## src/rtl/uart_cmd_master.sv

```systemverilog
// rtl/uart_cmd_master.sv - serializes one command into a UART byte frame and collects the response
module uart_cmd_master #(
  parameter int DATA_WIDTH     = 8,
  parameter int ALU_O_WIDTH    = 16,
  parameter int TIMEOUT_CYCLES = 1024
) (
  input  logic                   clk,
  input  logic                   RST,
  input  logic                   CMD_VLD,
  input  logic [1:0]             CMD_OP,
  input  logic [3:0]             CMD_ADDR,
  input  logic [DATA_WIDTH-1:0]  CMD_DATA,
  input  logic [DATA_WIDTH-1:0]  CMD_OP_A,
  input  logic [DATA_WIDTH-1:0]  CMD_OP_B,
  input  logic [3:0]             CMD_FUN,
  output logic                   CMD_BUSY,
  output logic [DATA_WIDTH-1:0]  TX_P_DATA,
  output logic                   TX_D_VLD,
  input  logic                   TX_BUSY,
  input  logic [DATA_WIDTH-1:0]  RX_P_DATA,
  input  logic                   RX_D_VLD,
  output logic [ALU_O_WIDTH-1:0] RSP_DATA,
  output logic                   RSP_VLD,
  output logic                   RSP_TIMEOUT
);

  localparam int TW = (TIMEOUT_CYCLES > 1) ? $clog2(TIMEOUT_CYCLES) : 1;

  localparam logic [1:0] OP_WR  = 2'd0;
  localparam logic [1:0] OP_RD  = 2'd1;
  localparam logic [1:0] OP_ALU = 2'd2;

  typedef enum logic [1:0] {
    S_IDLE = 2'd0,
    S_SEND = 2'd1,
    S_WAIT = 2'd2
  } state_e;

  state_e                 state_q, state_d;
  logic [1:0]             op_q, op_d;
  logic [3:0]             addr_q, addr_d;
  logic [DATA_WIDTH-1:0]  data_q, data_d;
  logic [DATA_WIDTH-1:0]  a_q, a_d;
  logic [DATA_WIDTH-1:0]  b_q, b_d;
  logic [3:0]             fun_q, fun_d;
  logic [1:0]             idx_q, idx_d;
  logic [DATA_WIDTH-1:0]  tx_data_q, tx_data_d;
  logic                   tx_vld_q, tx_vld_d;
  logic [ALU_O_WIDTH-1:0] rsp_data_q, rsp_data_d;
  logic                   rsp_vld_q, rsp_vld_d;
  logic                   rsp_to_q, rsp_to_d;
  logic [TW-1:0]          tmo_q, tmo_d;
  logic                   rx_cnt_q, rx_cnt_d;
  logic [DATA_WIDTH-1:0]  rx_byte0_q, rx_byte0_d;

  // Byte at position idx of the frame for the given opcode
  function automatic logic [DATA_WIDTH-1:0] frame_byte(
    input logic [1:0]            op,
    input logic [1:0]            idx,
    input logic [3:0]            addr,
    input logic [DATA_WIDTH-1:0] data,
    input logic [DATA_WIDTH-1:0] a,
    input logic [DATA_WIDTH-1:0] b,
    input logic [3:0]            fun
  );
    logic [DATA_WIDTH-1:0] r;
    r = '0;
    case (op)
      OP_WR: begin
        case (idx)
          2'd0:    r = DATA_WIDTH'(8'hAA);
          2'd1:    r = DATA_WIDTH'(addr);
          default: r = data;
        endcase
      end
      OP_RD:  r = (idx == 2'd0) ? DATA_WIDTH'(8'hBB) : DATA_WIDTH'(addr);
      OP_ALU: begin
        case (idx)
          2'd0:    r = DATA_WIDTH'(8'hCC);
          2'd1:    r = a;
          2'd2:    r = b;
          default: r = DATA_WIDTH'(fun);
        endcase
      end
      default: r = (idx == 2'd0) ? DATA_WIDTH'(8'hDD) : DATA_WIDTH'(fun);
    endcase
    return r;
  endfunction

  // Index of the final byte of each frame
  function automatic logic [1:0] frame_last(input logic [1:0] op);
    case (op)
      OP_WR:   return 2'd2;
      OP_ALU:  return 2'd3;
      default: return 2'd1;
    endcase
  endfunction

  assign CMD_BUSY    = (state_q != S_IDLE);
  assign TX_P_DATA   = tx_data_q;
  assign TX_D_VLD    = tx_vld_q;
  assign RSP_DATA    = rsp_data_q;
  assign RSP_VLD     = rsp_vld_q;
  assign RSP_TIMEOUT = rsp_to_q;

  // State and all registered outputs; reset clears everything at once
  always_ff @(posedge clk or negedge RST) begin
    if (!RST) begin
      state_q    <= S_IDLE;
      op_q       <= '0;
      addr_q     <= '0;
      data_q     <= '0;
      a_q        <= '0;
      b_q        <= '0;
      fun_q      <= '0;
      idx_q      <= '0;
      tx_data_q  <= '0;
      tx_vld_q   <= 1'b0;
      rsp_data_q <= '0;
      rsp_vld_q  <= 1'b0;
      rsp_to_q   <= 1'b0;
      tmo_q      <= '0;
      rx_cnt_q   <= 1'b0;
      rx_byte0_q <= '0;
    end else begin
      state_q    <= state_d;
      op_q       <= op_d;
      addr_q     <= addr_d;
      data_q     <= data_d;
      a_q        <= a_d;
      b_q        <= b_d;
      fun_q      <= fun_d;
      idx_q      <= idx_d;
      tx_data_q  <= tx_data_d;
      tx_vld_q   <= tx_vld_d;
      rsp_data_q <= rsp_data_d;
      rsp_vld_q  <= rsp_vld_d;
      rsp_to_q   <= rsp_to_d;
      tmo_q      <= tmo_d;
      rx_cnt_q   <= rx_cnt_d;
      rx_byte0_q <= rx_byte0_d;
    end
  end

  // Next-state: capture, frame send, response collection and timeout
  always_comb begin
    state_d    = state_q;
    op_d       = op_q;
    addr_d     = addr_q;
    data_d     = data_q;
    a_d        = a_q;
    b_d        = b_q;
    fun_d      = fun_q;
    idx_d      = idx_q;
    tx_data_d  = tx_data_q;
    tx_vld_d   = tx_vld_q;
    rsp_data_d = rsp_data_q;
    rsp_vld_d  = 1'b0;
    rsp_to_d   = 1'b0;
    tmo_d      = tmo_q;
    rx_cnt_d   = rx_cnt_q;
    rx_byte0_d = rx_byte0_q;

    case (state_q)
      S_IDLE: begin
        if (CMD_VLD) begin
          op_d      = CMD_OP;
          addr_d    = CMD_ADDR;
          data_d    = CMD_DATA;
          a_d       = CMD_OP_A;
          b_d       = CMD_OP_B;
          fun_d     = CMD_FUN;
          idx_d     = 2'd0;
          tx_data_d = frame_byte(CMD_OP, 2'd0, CMD_ADDR, CMD_DATA, CMD_OP_A, CMD_OP_B, CMD_FUN);
          tx_vld_d  = 1'b1;
          state_d   = S_SEND;
        end
      end
      S_SEND: begin
        if (tx_vld_q && !TX_BUSY) begin
          if (idx_q == frame_last(op_q)) begin
            tx_vld_d = 1'b0;
            if (op_q == OP_WR) begin
              state_d    = S_IDLE;
              rsp_vld_d  = 1'b1;
              rsp_data_d = '0;
            end else begin
              state_d  = S_WAIT;
              tmo_d    = '0;
              rx_cnt_d = 1'b0;
            end
          end else begin
            idx_d     = idx_q + 2'd1;
            tx_data_d = frame_byte(op_q, idx_q + 2'd1, addr_q, data_q, a_q, b_q, fun_q);
          end
        end
      end
      S_WAIT: begin
        if (RX_D_VLD) begin
          tmo_d = '0;
          if (op_q == OP_RD) begin
            state_d    = S_IDLE;
            rsp_vld_d  = 1'b1;
            rsp_data_d = ALU_O_WIDTH'(RX_P_DATA);
          end else if (rx_cnt_q) begin
            state_d    = S_IDLE;
            rsp_vld_d  = 1'b1;
            rsp_data_d = ALU_O_WIDTH'({RX_P_DATA, rx_byte0_q});
          end else begin
            rx_cnt_d   = 1'b1;
            rx_byte0_d = RX_P_DATA;
          end
        end else if (tmo_q == TW'(TIMEOUT_CYCLES - 1)) begin
          state_d  = S_IDLE;
          rsp_to_d = 1'b1;
        end else begin
          tmo_d = tmo_q + 1'b1;
        end
      end
      default: state_d = S_IDLE;
    endcase
  end

endmodule

```

## config.mk

```make
export PLATFORM = sky130hd
export DESIGN_NAME = uart_cmd_master
export DESIGN_NICKNAME = d
export VERILOG_FILES = /design/src/rtl/uart_cmd_master.sv
export SDC_FILE = /design/constraint.sdc
export NUM_CORES = 1
export LEC_CHECK = 0
export ABC_CLOCK_PERIOD_IN_PS = 2500
export CORE_UTILIZATION = 53
export DETAILED_ROUTE_END_ITERATION = 10
export GPL_ROUTABILITY_DRIVEN = 1
export GPL_TIMING_DRIVEN = 0
export HOLD_SLACK_MARGIN = 0.15
export PLACE_DENSITY = 0.92
export RECOVER_POWER = 100
export SETUP_SLACK_MARGIN = 0.2
export SYNTH_ARGS = -nofsm -noshare
export SYNTH_HDL_FRONTEND = slang
export SYNTH_SLANG_ARGS = --single-unit
```

## constraint.sdc

```tcl
create_clock -name clk -period 2.5 [get_ports clk]
set_input_delay 0.25 -clock clk [delete_from_list [all_inputs] [get_ports clk]]
set_output_delay 0.25 -clock clk [all_outputs]
set_load 0.05 [all_outputs]
```

After elaboration in Yosys (flattened, before gate mapping). Index checks and enable logic that the tools add are counted.

$add $sub $neg: 2. Equal/unequal tests: 22. Mux-type cells: 59. Bitwise logic cells: 2. Reductions and logical operators: 17.

Operator list (number): 16-bit two-way mux (6); 10-bit two-way mux (5); 8-bit case mux with 3 select lines (2); 8-bit two-way mux (5); 16-bit case mux with 2 select lines (1); 8-bit case mux with 2 select lines (2); 2-bit two-way mux (13); 7-bit case mux with 3 select lines (1); 10-bit case mux with 2 select lines (1); 1-bit two-way mux (17); 2-bit != test (second input constant) (8); 4-bit AND reduction (3); 6-bit AND reduction (2); 10-bit by 1-bit adder with 10-bit output (second input constant) (1); 10-bit equality test (second input constant) (1); 5-bit AND reduction (2); 3-bit != test (second input constant) (3); 2-bit by 1-bit equality test with 1-bit output (second input constant) (4); 2-bit equality test (second input constant) (4); 2-bit zero test (4); 2-bit case mux with 2 select lines (2); 1-bit case mux with 2 select lines (3); 2-bit case mux with 3 select lines (1); 2-bit nonzero test (3); other kinds (7) (8).

Register bits after elaboration: 84. Output and inout bits: 28. Word-level logic and storage cells: 118.

Logic depth before layout (Yosys ltp).
Word-level depth: 8. Gate-level depth with buffers: 10. Gate-level depth less buffers: 7.

Least setup slack after synthesis. OpenSTA, ideal clock, no wires.

Path type: register to register. Start point: reg state_q[0]. End point: reg rsp_data_q[0] (netlist: RSP_DATA[0]). Library setup time: 0.125 ns. Arrival time: 2.055 ns. Data required time: 2.375 ns. Slack: 0.321 ns. Stages on the path, launching flop included: 11. Buffers on the path: 3. Path through: dfrtp_1 -> inv_1 -> ha_1 -> inv_1 -> clkbuf_1 -> nor2_1 -> o22ai_1 -> nor4bb_1 -> buf_4 -> buf_6 -> mux2_2.

Cells in the longest elaborated chain, start to end: 3. Elaborated cells between the ends (all ways): 10. Classes of those cells: eq/ne: 7; mux: 1; reduce/logical: 2.

RTL lines: from (decl) (line 39) `state_e state_q, state_d;`; from (signal assigned) (line 126) `state_q <= state_d;`; 2-bit equality test / 2-bit by 1-bit equality test with 1-bit output (equally long branches) (line 164) `case (state_q)`; 3-bit != test (no line), or another cell as far along; 6-bit AND reduction (no line); to (signal assigned) (line 136) `rsp_data_q <= rsp_data_d;`; to (decl) (line 49) `logic [ALU_O_WIDTH-1:0] rsp_data_q, rsp_data_d;`.

Several ways; a longest one is shown, not always the timed one. A chain may end at the register's enable or synchronous reset.

Worst setup path after layout.
Start point: reg idx_q[0]. End point: reg rsp_data_q[1] (netlist: RSP_DATA[1]).

Cells in the longest elaborated chain, start to end: 3.

RTL lines: from (decl) (line 46) `logic [1:0] idx_q, idx_d;`; from (signal assigned) (line 133) `idx_q <= idx_d;`; 2-bit equality test (line 181) `if (idx_q == frame_last(op_q)) begin`; 2-bit != test (no line); 6-bit AND reduction (no line).

No other way between the ends.

==> results.json <==
{
  "synth_top_cell_by_area": "dfrtp_1",
  "path_cells": "xor2_1 > o21a_1 > o21a_4 > nor4bb_4 > clkbuf_1 > buf_6 > mux2_2",
  "swShare_pct": 44.9,
  "crit_path_max_incr_delay_ns": 0.49,
  "syn_nets": 452,
  "synth-edff-count": 0,
  "synthTopCellsByArea": "dfrtp_1 (50%), mux2_2 (16%), nand2_1 (3.0%), a21oi_1 (2.7%), nor2_1 (2.7%)",
  "drive_above_1_share_pct": 19.3,
  "grt_pass1_vias": 3622,
  "avgViaCountPerCell": 6.06,
  "vias": 3594,
  "initialDrtViolationCount": 331,
  "cts_tree": "done",
  "fin_tns_setup_ns": 0,
  "worst_clock_skew_ns": 0.0113,
  "p_seq_share_pct": 32.4,
  "worst_pin_slew_ns": 0.830,
  "dr.pass1.iters": 5,
  "row_count": 32,
  "syn_to_final_growth_pct": 26.4,
  "p_comb_share_pct": 54.1,
  "grt.overflow.total": 0,
  "h-tree-depth": 3,
  "cts-buffers-inserted": 9,
  "synth_ff_type": "dfrtp_1",
  "crit_buf_inv": 2,
  "wirelength_microns": 10800,
  "slowest_stage": "dfrtp_1",
  "setup_viol": 0,
  "coreArea_sq_mm": 0.00773,
  "avgSynthCellArea_sq_um": 10.7,
  "path_delay_family": "flip-flops",
  "hold_path.class": "in2reg",
  "finalCritPeriodShare_pct": 93.5,
  "dieWidth_microns": 91.4,
  "crit_start": "idx_q[0]",
  "async_reset_ff_share_pct": 100,
  "grt_pass1_wl_microns": 17500,
  "cts.reportedPaths.clkPinSlew_ns": 0.09,
  "worstPathMaxFanout": 10,
  "fp.dieArea_sq_mm": 0.00836,
  "leakagePower_nw": 2.34,
  "place.port_buffers": 74,
  "crit_type": "reg2reg",
  "cp.arrival_ns": 2.59,
  "crit_required_ns": 2.75,
  "syn-instance-count": 397,
  "max_freq_ghz": 0.428,
  "synth.top_cell.area_share_pct": 49.6,
  "p_switching_mw": 3.19,
  "crit_cells": 7,
  "power.density_mw_per_mm2": 1330,
  "synth_area_sq_mm": 0.00424,
  "period_needed_ns": 2.34,
  "ir_worst_vdd_uv": 581,
  "endpoint_kind": "register",
  "hold_violations": 0,
  "crit_path_start_kind": "register",
  "drcViolationCount": 0,
  "boundaryPins": 75,
  "rrSetupSlack_ns": 0.16,
  "timing.final.max_slew_violations": 0,
  "cts_root_buf": "clkbuf_8",
  "grt_use_total_pct": 27.2,
  "die_h_microns": 91.4,
  "status": "finished, final reports clean",
  "ys_seq_area_share_pct": 49.6,
  "hpwl_microns": 7770,
  "wl_per_cell_microns": 18.2,
  "rsz0062_at_grt": "true",
  "drtAntennaViolNets": 0,
  "internal-power_mw": 3.92,
  "worstSetupEndpoint": "RSP_DATA[1]",
  "pwr-share-clk_pct": 13.5,
  "ys_ff_latch": 84,
  "max_slew_margin_pct": 44.7,
  "grt_max_degree": 52,
  "r2r-start": "idx_q[0]",
  "drv_cap": 0,
  "clk_path_buf_depth": 2,
  "fin_nets": 541,
  "r2r-end": "RSP_DATA[1]",
  "cts_sinks": 84,
  "rr_worst_depth": 7,
  "antenna_found_initial": 0,
  "gp_congestion": 0.914,
  "p_total_mw": 7.11,
  "ys_types": 52,
  "clk_latency_ns": 0.36,
  "antenna_cells": 0,
  "initial_core_util_pct": 54.8,
  "ys_warn_count": 0
}
## final cells by class
class | instances | area, sq um
tap | 102 | 128
sequential | 84 | 2100
timing repair buffer | 78 | 762
buffer | 20 | 97.6
multi-input combinational | 280 | 2020
clock inverter | 5 | 61.3
fill | 553 | 2370
inverter | 13 | 48.8
clock buffer | 11 | 131
## how the worst min path moves through the flow
stage	end	slack (ns)	depth (start not counted)	start
2_1_floorplan	RSP_DATA[0]	-0.05	0	RST
3_3_place_gp	tmo_q[8]	0.47	1	tmo_q[8]
3_5_place_dp	TX_P_DATA[5]	0.23	1	RST
4_1_cts	TX_P_DATA[3]	0.40	2	RST
5_1_grt	b_q[2]	0.49	2	CMD_OP_B[2]
6_report	b_q[2]	0.50	2	CMD_OP_B[2]
## cell families after synthesis
| family | Yosys count | share of synthesized area, % |
|---|---|---|
| adders and majority gates | 8 | 2.36 |
| and+or+nand+nor | 121 | 14.6 |
| buffers and inverters | 33 | 3.31 |
| xor gates and xnor gates | 1 | 0.207 |
| AOI/OAI and AO/OA | 88 | 13.6 |
| muxes | 62 | 16.4 |
| DFF | 84 | 49.6 |
## layout by cell type (no fill, tap or decap), types with 7 or more instances in the layout
cell type        instances
o21ai_0                 16
ha_1                     7
clkbuf_8                 9
a31oi_1                 13
and3_1                  14
mux2_2                  58
nor2_1                  30
nand3_1                  9
clkbuf_1                14
clkdlybuf4s50_1         45
inv_1                   13
nand2b_1                 7
dfrtp_1                 82
dlygate4sd3_1           28
a21oi_1                 22
nand2_1                 34
## power by group through the flow
stage               registers, mW  clock network [mW]  logic, mW
floorplan                    2.79                   0       2.13
global placement             2.28                   0       3.61
detailed placement           2.31                   0       3.76
CTS                          2.30               0.974       3.83
global route                 2.36                1.03       4.08
finish                       2.30               0.962       3.84
## repair_timing
| item | 4_1_cts | 5_1_grt |
|---|---|---|
| setup endpoints to repair | 25 | 32 |
| resized for setup | 6 | 17 |
| endpoints found under the hold margin | 33 | 0 |
| gates cloned | 0 | 0 |
| setup buffers | 2 | 0 |
| pin swaps | 0 | 1 |
| hold buffers | 1 | 0 |
## per-layer routing
layer	GRT usage, %	vias to the layer above	part of all wire (%)
met5	0	-	0
met4	13.0	0	3.0
met3	5.95	35	6.4
met2	46.0	188	51
met1	33.1	1758	40
li1	-	1613	-
## state kept, by name, indices dropped and copies added (netlist names)
signal	cells
RSP_TIMEOUT	1
idx_q	2
op_q	2
addr_q	4
RSP_DATA	16
b_q	8
rx_byte0_q	8
TX_P_DATA	8
data_q	8
RSP_VLD	1
a_q	8
TX_D_VLD	1
rx_cnt_q	1
fun_q	4
tmo_q	10
state_q	2
## cell usage after synthesis (all sizes together) (4+ instances only)
master and number:
and3 14, nand2 34, a21oi 23, a31oi 13
nand2b 7, clkbuf 13, a211oi 4, ha 8
nor3 6, nor2b 6, o211ai 4, dfrtp 84
mux2 59, buf 7, inv 13, o21ai 16
nor2 30, nand3 9
## metrics by stage
step                std cells  area, sq um  hold WS, ns  setup WS, ns  utilization, %
finish                    593         5360        0.496         0.163            69.3
global route              593         5360        0.492        0.0987            69.3
CTS                       593         5370        0.400         0.208            69.4
detailed placement        574         5130        0.231       -0.0710            66.4
global placement          573         5110        0.467         -1.70            66.1
floorplan                 397         4240      -0.0456         0.321               -
Power figures use the tool's default switching activity.
